**src/rtl/vga_pkg.sv**
```systemverilog
// Shared VGA definitions: default frame geometry, clear colour and the
// sequencer state encoding.
package vga_pkg;

    localparam int unsigned VGA_H_PIX   = 160;
    localparam int unsigned VGA_V_PIX   = 120;
    localparam int unsigned VGA_COLOR_W = 12;

    localparam logic [VGA_COLOR_W-1:0] VGA_BG_COLOR = 12'h000;

    typedef enum logic [1:0] {
        IDLE  = 2'd0,
        CLEAR = 2'd1,
        DRAW  = 2'd2,
        WAIT  = 2'd3
    } seq_state_e;

endpackage

```
**src/rtl/draw_sequencer_raster_scan.sv**
```systemverilog
// Raster x/y counter pair for the frame clear: holds the coordinate currently
// on the pixel bus and presents the following one.
module raster_scan
    import vga_pkg::*;
#(
    parameter int unsigned H_PIX = VGA_H_PIX,
    parameter int unsigned V_PIX = VGA_V_PIX,
    parameter int unsigned X_W   = 8,
    parameter int unsigned Y_W   = 8
) (
    input  logic           clk,
    input  logic           rst,
    input  logic           start,
    input  logic           advance,
    output logic [X_W-1:0] next_x_c,
    output logic [Y_W-1:0] next_y_c,
    output logic           last_c
);

    logic [X_W-1:0] x;
    logic [Y_W-1:0] y;
    logic           x_end;

    always_comb begin
        x_end    = (x == X_W'(H_PIX - 1));
        last_c   = x_end && (y == Y_W'(V_PIX - 1));
        next_x_c = x_end ? '0 : x + X_W'(1);
        next_y_c = x_end ? y + Y_W'(1) : y;
    end

    // Start re-arms at the origin; stepping stops on the last pixel.
    always_ff @(posedge clk) begin
        if (rst) begin
            x <= '0;
            y <= '0;
        end else if (start) begin
            x <= '0;
            y <= '0;
        end else if (advance && !last_c) begin
            x <= next_x_c;
            y <= next_y_c;
        end
    end

endmodule

```
**src/rtl/draw_sequencer.sv**
```systemverilog
// Frame-level draw sequencer: clears the frame buffer once per frame period,
// then grants each enabled drawing source the pixel-write bus in channel order.
module draw_sequencer
    import vga_pkg::*;
#(
    parameter int unsigned H_PIX        = VGA_H_PIX,
    parameter int unsigned V_PIX        = VGA_V_PIX,
    parameter int unsigned X_W          = 8,
    parameter int unsigned Y_W          = 8,
    parameter int unsigned COLOR_W      = VGA_COLOR_W,
    parameter int unsigned N_CH         = 2,
    parameter int unsigned FRAME_CYCLES = 500000,
    parameter int unsigned CH_TIMEOUT   = 4096,
    parameter logic [COLOR_W-1:0] BG_COLOR = COLOR_W'(VGA_BG_COLOR)
) (
    input  logic                    clk,
    input  logic                    rst,
    input  logic                    hold,
    input  logic [N_CH-1:0]         ch_en,
    input  logic [N_CH-1:0]         src_valid,
    input  logic [N_CH*X_W-1:0]     src_x,
    input  logic [N_CH*Y_W-1:0]     src_y,
    input  logic [N_CH*COLOR_W-1:0] src_color,
    input  logic [N_CH-1:0]         src_done,
    output logic [N_CH-1:0]         grant,
    output logic                    pix_valid,
    output logic [X_W-1:0]          pix_x,
    output logic [Y_W-1:0]          pix_y,
    output logic [COLOR_W-1:0]      pix_color,
    output logic                    busy,
    output logic                    overrun
);

    localparam int unsigned CH_W = (N_CH > 1) ? $clog2(N_CH) : 1;
    localparam int unsigned FC_W = (FRAME_CYCLES > 1) ? $clog2(FRAME_CYCLES) : 1;
    localparam int unsigned TO_W = (CH_TIMEOUT > 1) ? $clog2(CH_TIMEOUT) : 1;

    seq_state_e state_q, state_d;

    logic [FC_W-1:0]    fcnt;
    logic               frame_tick;
    logic [TO_W-1:0]    tcnt_q, tcnt_d;
    logic [CH_W-1:0]    ch_q, ch_d;
    logic [N_CH-1:0]    en_q, en_d;
    logic               pending_q, pending_d;
    logic [N_CH-1:0]    grant_d;
    logic               pix_valid_d;
    logic [X_W-1:0]     pix_x_d;
    logic [Y_W-1:0]     pix_y_d;
    logic [COLOR_W-1:0] pix_color_d;
    logic               busy_d;
    logic               overrun_d;

    logic               scan_start, scan_advance, scan_last;
    logic [X_W-1:0]     scan_next_x;
    logic [Y_W-1:0]     scan_next_y;

    logic               begin_frame, end_ch;
    logic [CH_W:0]      sel;

    // Lowest enabled channel at or above index 'from'; MSB flags a hit.
    function automatic logic [CH_W:0] pick(input logic [N_CH-1:0] en, input int from);
        logic [CH_W:0] r;
        r = '0;
        for (int i = int'(N_CH) - 1; i >= 0; i--) begin
            if (en[i] && (i >= from)) r = {1'b1, CH_W'(i)};
        end
        return r;
    endfunction

    assign frame_tick = (fcnt == FC_W'(FRAME_CYCLES - 1));

    raster_scan #(
        .H_PIX (H_PIX),
        .V_PIX (V_PIX),
        .X_W   (X_W),
        .Y_W   (Y_W)
    ) u_scan (
        .clk      (clk),
        .rst      (rst),
        .start    (scan_start),
        .advance  (scan_advance),
        .next_x_c (scan_next_x),
        .next_y_c (scan_next_y),
        .last_c   (scan_last)
    );

    always_comb begin
        state_d      = state_q;
        tcnt_d       = tcnt_q;
        ch_d         = ch_q;
        en_d         = en_q;
        pending_d    = pending_q;
        overrun_d    = overrun;
        grant_d      = '0;
        pix_valid_d  = 1'b0;
        pix_x_d      = '0;
        pix_y_d      = '0;
        pix_color_d  = '0;
        scan_start   = 1'b0;
        scan_advance = 1'b0;
        begin_frame  = 1'b0;
        end_ch       = 1'b0;
        sel          = '0;

        // A period boundary mid-frame is remembered so the next frame starts late, not never.
        if (frame_tick && (state_q == CLEAR || state_q == DRAW)) begin
            overrun_d = 1'b1;
            pending_d = 1'b1;
        end

        case (state_q)
            IDLE: begin
                if (frame_tick && !hold) begin_frame = 1'b1;
            end
            CLEAR: begin
                if (!scan_last) begin
                    scan_advance = 1'b1;
                    pix_valid_d  = 1'b1;
                    pix_x_d      = scan_next_x;
                    pix_y_d      = scan_next_y;
                    pix_color_d  = BG_COLOR;
                end else begin
                    sel    = pick(en_q, 0);
                    end_ch = 1'b1;
                end
            end
            DRAW: begin
                if (src_valid[ch_q]) begin
                    pix_valid_d = 1'b1;
                    pix_x_d     = src_x[ch_q*X_W +: X_W];
                    pix_y_d     = src_y[ch_q*Y_W +: Y_W];
                    pix_color_d = src_color[ch_q*COLOR_W +: COLOR_W];
                end
                if (src_done[ch_q] || (tcnt_q == TO_W'(CH_TIMEOUT - 1))) begin
                    sel    = pick(en_q, int'(ch_q) + 1);
                    end_ch = 1'b1;
                end else begin
                    tcnt_d        = tcnt_q + TO_W'(1);
                    grant_d[ch_q] = 1'b1;
                end
            end
            WAIT: begin
                if (frame_tick || pending_q) begin
                    pending_d = 1'b0;
                    if (!hold) begin_frame = 1'b1;
                end
            end
            default: state_d = IDLE;
        endcase

        // Hand the bus to the next enabled channel with no idle cycle between grants.
        if (end_ch) begin
            if (sel[CH_W]) begin
                state_d       = DRAW;
                ch_d          = sel[CH_W-1:0];
                tcnt_d        = '0;
                grant_d[ch_d] = 1'b1;
            end else begin
                state_d = WAIT;
            end
        end

        if (begin_frame) begin
            state_d     = CLEAR;
            scan_start  = 1'b1;
            en_d        = ch_en;
            pending_d   = 1'b0;
            pix_valid_d = 1'b1;
            pix_x_d     = '0;
            pix_y_d     = '0;
            pix_color_d = BG_COLOR;
        end

        busy_d = (state_d == CLEAR) || (state_d == DRAW);
    end

    always_ff @(posedge clk) begin
        if (rst) begin
            state_q   <= IDLE;
            fcnt      <= '0;
            tcnt_q    <= '0;
            ch_q      <= '0;
            en_q      <= '0;
            pending_q <= 1'b0;
            grant     <= '0;
            pix_valid <= 1'b0;
            pix_x     <= '0;
            pix_y     <= '0;
            pix_color <= '0;
            busy      <= 1'b0;
            overrun   <= 1'b0;
        end else begin
            state_q   <= state_d;
            fcnt      <= frame_tick ? '0 : fcnt + FC_W'(1);
            tcnt_q    <= tcnt_d;
            ch_q      <= ch_d;
            en_q      <= en_d;
            pending_q <= pending_d;
            grant     <= grant_d;
            pix_valid <= pix_valid_d;
            pix_x     <= pix_x_d;
            pix_y     <= pix_y_d;
            pix_color <= pix_color_d;
            busy      <= busy_d;
            overrun   <= overrun_d;
        end
    end

endmodule

```
**config.mk**
```make
export PLATFORM = sky130hd
export DESIGN_NAME = draw_sequencer
export DESIGN_NICKNAME = d
export VERILOG_FILES = /design/src/rtl/vga_pkg.sv /design/src/rtl/draw_sequencer_raster_scan.sv /design/src/rtl/draw_sequencer.sv
export SDC_FILE = /design/constraint.sdc
export NUM_CORES = 1
export LEC_CHECK = 0
export ABC_AREA = 1
export BUFFER_PORTS_ARGS = -buffer_cell sky130_fd_sc_hd__buf_4
export CELL_PAD_IN_SITES_DETAIL_PLACEMENT = 2
export CELL_PAD_IN_SITES_GLOBAL_PLACEMENT = 2
export CORE_MARGIN = 3
export CORE_UTILIZATION = 30
export DETAILED_ROUTE_END_ITERATION = 6
export PLACE_DENSITY = 0.78
export REMOVE_ABC_BUFFERS = 1
export SYNTH_ARGS = -nofsm -noshare
export SYNTH_HDL_FRONTEND = slang
export SYNTH_SLANG_ARGS = --single-unit
export TNS_END_PERCENT = 10
```
**constraint.sdc**
```tcl
create_clock -name clk -period 2.2 [get_ports clk]
set_input_delay 0.22 -clock clk [delete_from_list [all_inputs] [get_ports clk]]
set_output_delay 0.22 -clock clk [all_outputs]
set_load 0.02 [all_outputs]
```
==> flow_metrics.py <==
metrics = {
    "clocking": {
        "ctsHtreeMaxLevel": 3,
        "clock_latency_ns": 0.34,
        "numCtsBuffers": 9,
        "holdBufCountCts": 0,
        "clock_path_buffers": 2,
        "cts_tree": "built",
        "cts_num_sinks": 86,
        "clk_pin_slew_ns": 0.06,
        "cts_root_buffer": "sky130_fd_sc_hd__clkbuf_16",
        "postCtsResizedCells": 0,
        "number_of_setup_buffers_added_after_cts": 0,
    },
    "critical_path": {
        "setup.reg_to_reg.worst_slack_ns": 0.20,
        "critPathKind": "register to register",
        "critPathArrivalTime_ns": 2.22,
        "critical_path.most_common_cell": "sky130_fd_sc_hd__inv_2",
        "reg2reg_to": "pix_color[0]",
        "worstPathCellList": "ha_1 -> nand2_1 -> inv_2 -> nand2_2 -> nor2_4 -> nand3_2 -> a21boi_4 -> inv_2 -> nand2_8 -> inv_6 -> nand2_4 -> a21oi_1",
        "timing.critical_path.required_ns": 2.42,
        "number_of_stages_on_the_worst_setup_path": 12,
        "critical_path.startpoint_type": "register",
        "critPathCaptureType": "register",
        "worst_r2r_startpoint": "fcnt[0]",
        "cpMaxStageDelayCell": "sky130_fd_sc_hd__dfxtp_1",
        "worst_path_largest_cell_delay_ns": 0.35,
        "worst-path-buf-inv": 3,
        "worstRegToRegCells": 12,
        "crit_path_max_fanout": 19,
        "critical_path.top_delay_family": "simple AND/OR/NAND/NOR gates",
    },
    "place": {
        "port-buffer-count": 97,
        "placedInstanceArea_um2": 5060,
        "hpwl_after_detailed_placement_um": 10400,
        "place_congestion": 0.758,
        "place_worst_setup_slack_ns": 0.173,
    },
    "synth": {
        "synth_top_family_by_area": "simple AND/OR/NAND/NOR gates",
        "xor_xnor_cell_area_share_of_the_yosys_netlist_pct": 3.58,
        "post_synth.cell_area_avg_um2": 7.67,
        "synth_top_cells_by_count": "sky130_fd_sc_hd__nand2_1 (123), sky130_fd_sc_hd__dfxtp_1 (86), sky130_fd_sc_hd__nor2_1 (71)",
        "synth_enable_flop_cells": 0,
        "synth.lib_cells_used.distinct": 45,
        "synth_async_sr_flop_share_pct": 0,
        "synth.top_cell.area_share_pct": 41.3,
        "yosysSeqAreaShare_pct": 41.3,
        "synth-compound-area-share_pct": 14.4,
        "yosys.area_share.simple_pct": 32.0,
        "synth_area_leader_cell": "sky130_fd_sc_hd__dfxtp_1",
        "fraction_of_synthesized_area_in_multiplexers_pct": 0,
        "synthesis.yosys.warnings": 0,
        "synth.ff_latch_count": 86,
        "area_share_of_fa_ha_maj_cells_after_synthesis_pct": 2.40,
        "synth_most_common_cell": "sky130_fd_sc_hd__nand2_1",
        "syn_inst": 543,
        "mappedNetlistArea_um2": 4160,
        "synth_top_cells_by_area": "sky130_fd_sc_hd__dfxtp_1 (41%), sky130_fd_sc_hd__nand2_1 (11%), sky130_fd_sc_hd__nor2_1 (6.4%)",
        "synth_top_flop_cell": "sky130_fd_sc_hd__dfxtp_1",
    },
    "timing": {
        "worst_slew_margin_rel_pct": 74.2,
        "min_period_over_period_pct": 90.9,
        "finalSetupViolCount": 0,
        "final.min_clock_period_ns": 2.00,
        "clock_skew_ns": 0.00615,
        "rsz0062_at_grt": "no",
        "max_slew.worst_pin.slew_ns": 0.386,
        "timing.hold.ws_ns": 0.101,
        "f_max_mhz": 500,
        "hold_violations": 0,
        "finalWorstSetupSlack_ns": 0.200,
        "finalMaxSlewViolations": 0,
        "timing.setup.tns_ns": 0,
    },
    "floorplanning": {
        "fp.coreArea_um2": 13400,
        "die_w_um": 124,
        "num_rows": 42,
        "die_y_um": 124,
        "io_pins": 98,
        "die_area_um2": 15300,
        "floorplan.initialDensity_pct": 31.1,
    },
    "status": {
        "run_status": "complete, no violations",
    },
    "grt": {
        "sum_of_overflow_across_all_layers_after_global_routing": 0,
        "initial_antenna_violation_count": 0,
        "grt_start_max_net_pins": 27,
        "grt_pass1_vias": 4488,
        "grt_first_pass_wirelength_um": 22200,
        "globalRouteTotalUtil_pct": 18.5,
    },
    "min_path": {
        "whs_endpoint": "overrun",
        "hold_path_depth": 2,
        "timing.hold.worst.start": "rst",
        "worst_min_delay_path_class": "input pin to register",
    },
    "power": {
        "power.switching_mw": 0.672,
        "ir_worst_vdd_v": 0.000340,
        "power.share.combinational_pct": 4.7,
        "power.density_nw_per_um2": 604,
        "pwr-share-seq_pct": 48.4,
        "switching_part_of_the_total_pct": 20.8,
        "clock_power_share_pct": 46.9,
        "cellLeakagePower_nw": 2.14,
        "internal-power_mw": 2.56,
    },
    "cells_and_area": {
        "fin_nets": 717,
        "final.fill_count": 1561,
        "area_growth_pct": 28.4,
        "post_route_cells_drive_above_1_share_pct": 27.5,
        "final_design_area_no_fill_um2": 5350,
        "finalCoreUtilization_pct": 39.9,
        "antenna_cells_inserted": 0,
    },
    "drt": {
        "post_drt_via_cell_ratio": 4.86,
        "detail_route.wl_per_cell_um": 16.2,
        "vias": 4003,
        "initial_detailed_routing_violation_count": 159,
        "totalWireLength_um": 13400,
        "detailedRoute.firstPassIterationCount": 4,
        "post-route-drc-count": 0,
        "ant_nets": 0,
    },
    "job": {
        "max_cap_violations": 0,
    },
}
per-stage QoR:
step / power [mW] / instances
floorplan: 1.64 / 528
global placement: 1.75 / 809
detailed placement: 1.75 / 809
CTS: 3.28 / 824
global route: 3.36 / 824
finish: 3.23 / 824
layer usage:
| metal | share of wire [%] | global-route usage (%) |
|---|---|---|
| met1 | 43 | 22.1 |
| met2 | 50 | 32.7 |
| met3 | 4.6 | 4.36 |
| met4 | 1.4 | 5.61 |
| met5 | 0 | 0 |
state kept, by name (all words and copies together) (netlist names), 2 cells and up:
register and flops:
tcnt_q 12, grant 2, pix_color 12, pix_x 8, pix_y 8, state_q 2, fcnt 19, u_scan.x 8
u_scan.y 8, en_q 2
placed cells by master, fill, tap and decap left out, drive strengths merged:
master and count:
nand2 132, nand4 11, buf 105, o21a 1, ha 8, a211oi 2
o22ai 1, clkbuf 14, nand3 28, a31oi 1, a21oi 65, or2 13
xnor2 8, bufinv 1, a31o 1, a21boi 2, clkinv 1, o31ai 1
o211ai 7, o21ai 12, xor2 9, nand3b 2, nor3b 1, dfxtp 86
o21bai 2, nor2 85, inv 39, nor3 10
worst max-delay path by stage:
stage	end	startpoint
2_1_floorplan	tcnt_q[11]	ch_q
3_3_place_gp	pix_color[0]	state_q[0]
3_5_place_dp	pix_color[0]	state_q[0]
4_1_cts	pix_color[0]	fcnt[0]
5_1_grt	pix_color[0]	fcnt[0]
6_report	pix_color[0]	fcnt[0]
power by group through the flow:
stage / registers [mW] / logic (mW) / clock network [mW]
4_1_cts: 1.56 / 0.155 / 1.56
3_5_place_dp: 1.60 / 0.154 / 0
2_1_floorplan: 1.60 / 0.0462 / 0
5_1_grt: 1.56 / 0.167 / 1.63
3_3_place_gp: 1.60 / 0.148 / 0
6_report: 1.56 / 0.151 / 1.52
cell type report:
class                   instances  area, um2  share of cell area (%)
multi-input cells             402       2180                    40.7
clock inverters                 1       30.0                   0.562
clock buffers                  14        254                    4.75
flip-flops and latches         86       1720                    32.2
well taps                     176        220                    4.12
repair buffers                105        788                    14.7
inverters                      40        155                    2.90
cells by family (layout without fill, tap and decap cells):
group / after synthesis / after routing
AO/OA/AOI/OAI: 95 / 95
adder cells (fa/ha/maj): 8 / 8
flip-flops: 86 / 86
AND/OR/NAND/NOR: 282 / 282
XOR/XNOR: 17 / 17
buffers and inverters: 55 / 160
worst register-to-register path, cell delays in order, from the launching register on:
cell,delay [ns]
sky130_fd_sc_hd__dfxtp_1,0.35
sky130_fd_sc_hd__ha_1,0.19
sky130_fd_sc_hd__nand2_1,0.08
sky130_fd_sc_hd__inv_2,0.06
sky130_fd_sc_hd__nand2_2,0.08
sky130_fd_sc_hd__nor2_4,0.17
sky130_fd_sc_hd__nand3_2,0.13
sky130_fd_sc_hd__a21boi_4,0.17
sky130_fd_sc_hd__inv_2,0.12
sky130_fd_sc_hd__nand2_8,0.17
sky130_fd_sc_hd__inv_6,0.08
sky130_fd_sc_hd__nand2_4,0.19
sky130_fd_sc_hd__a21oi_1,0.08
Note: power is estimated with default switching activity, not from simulation.
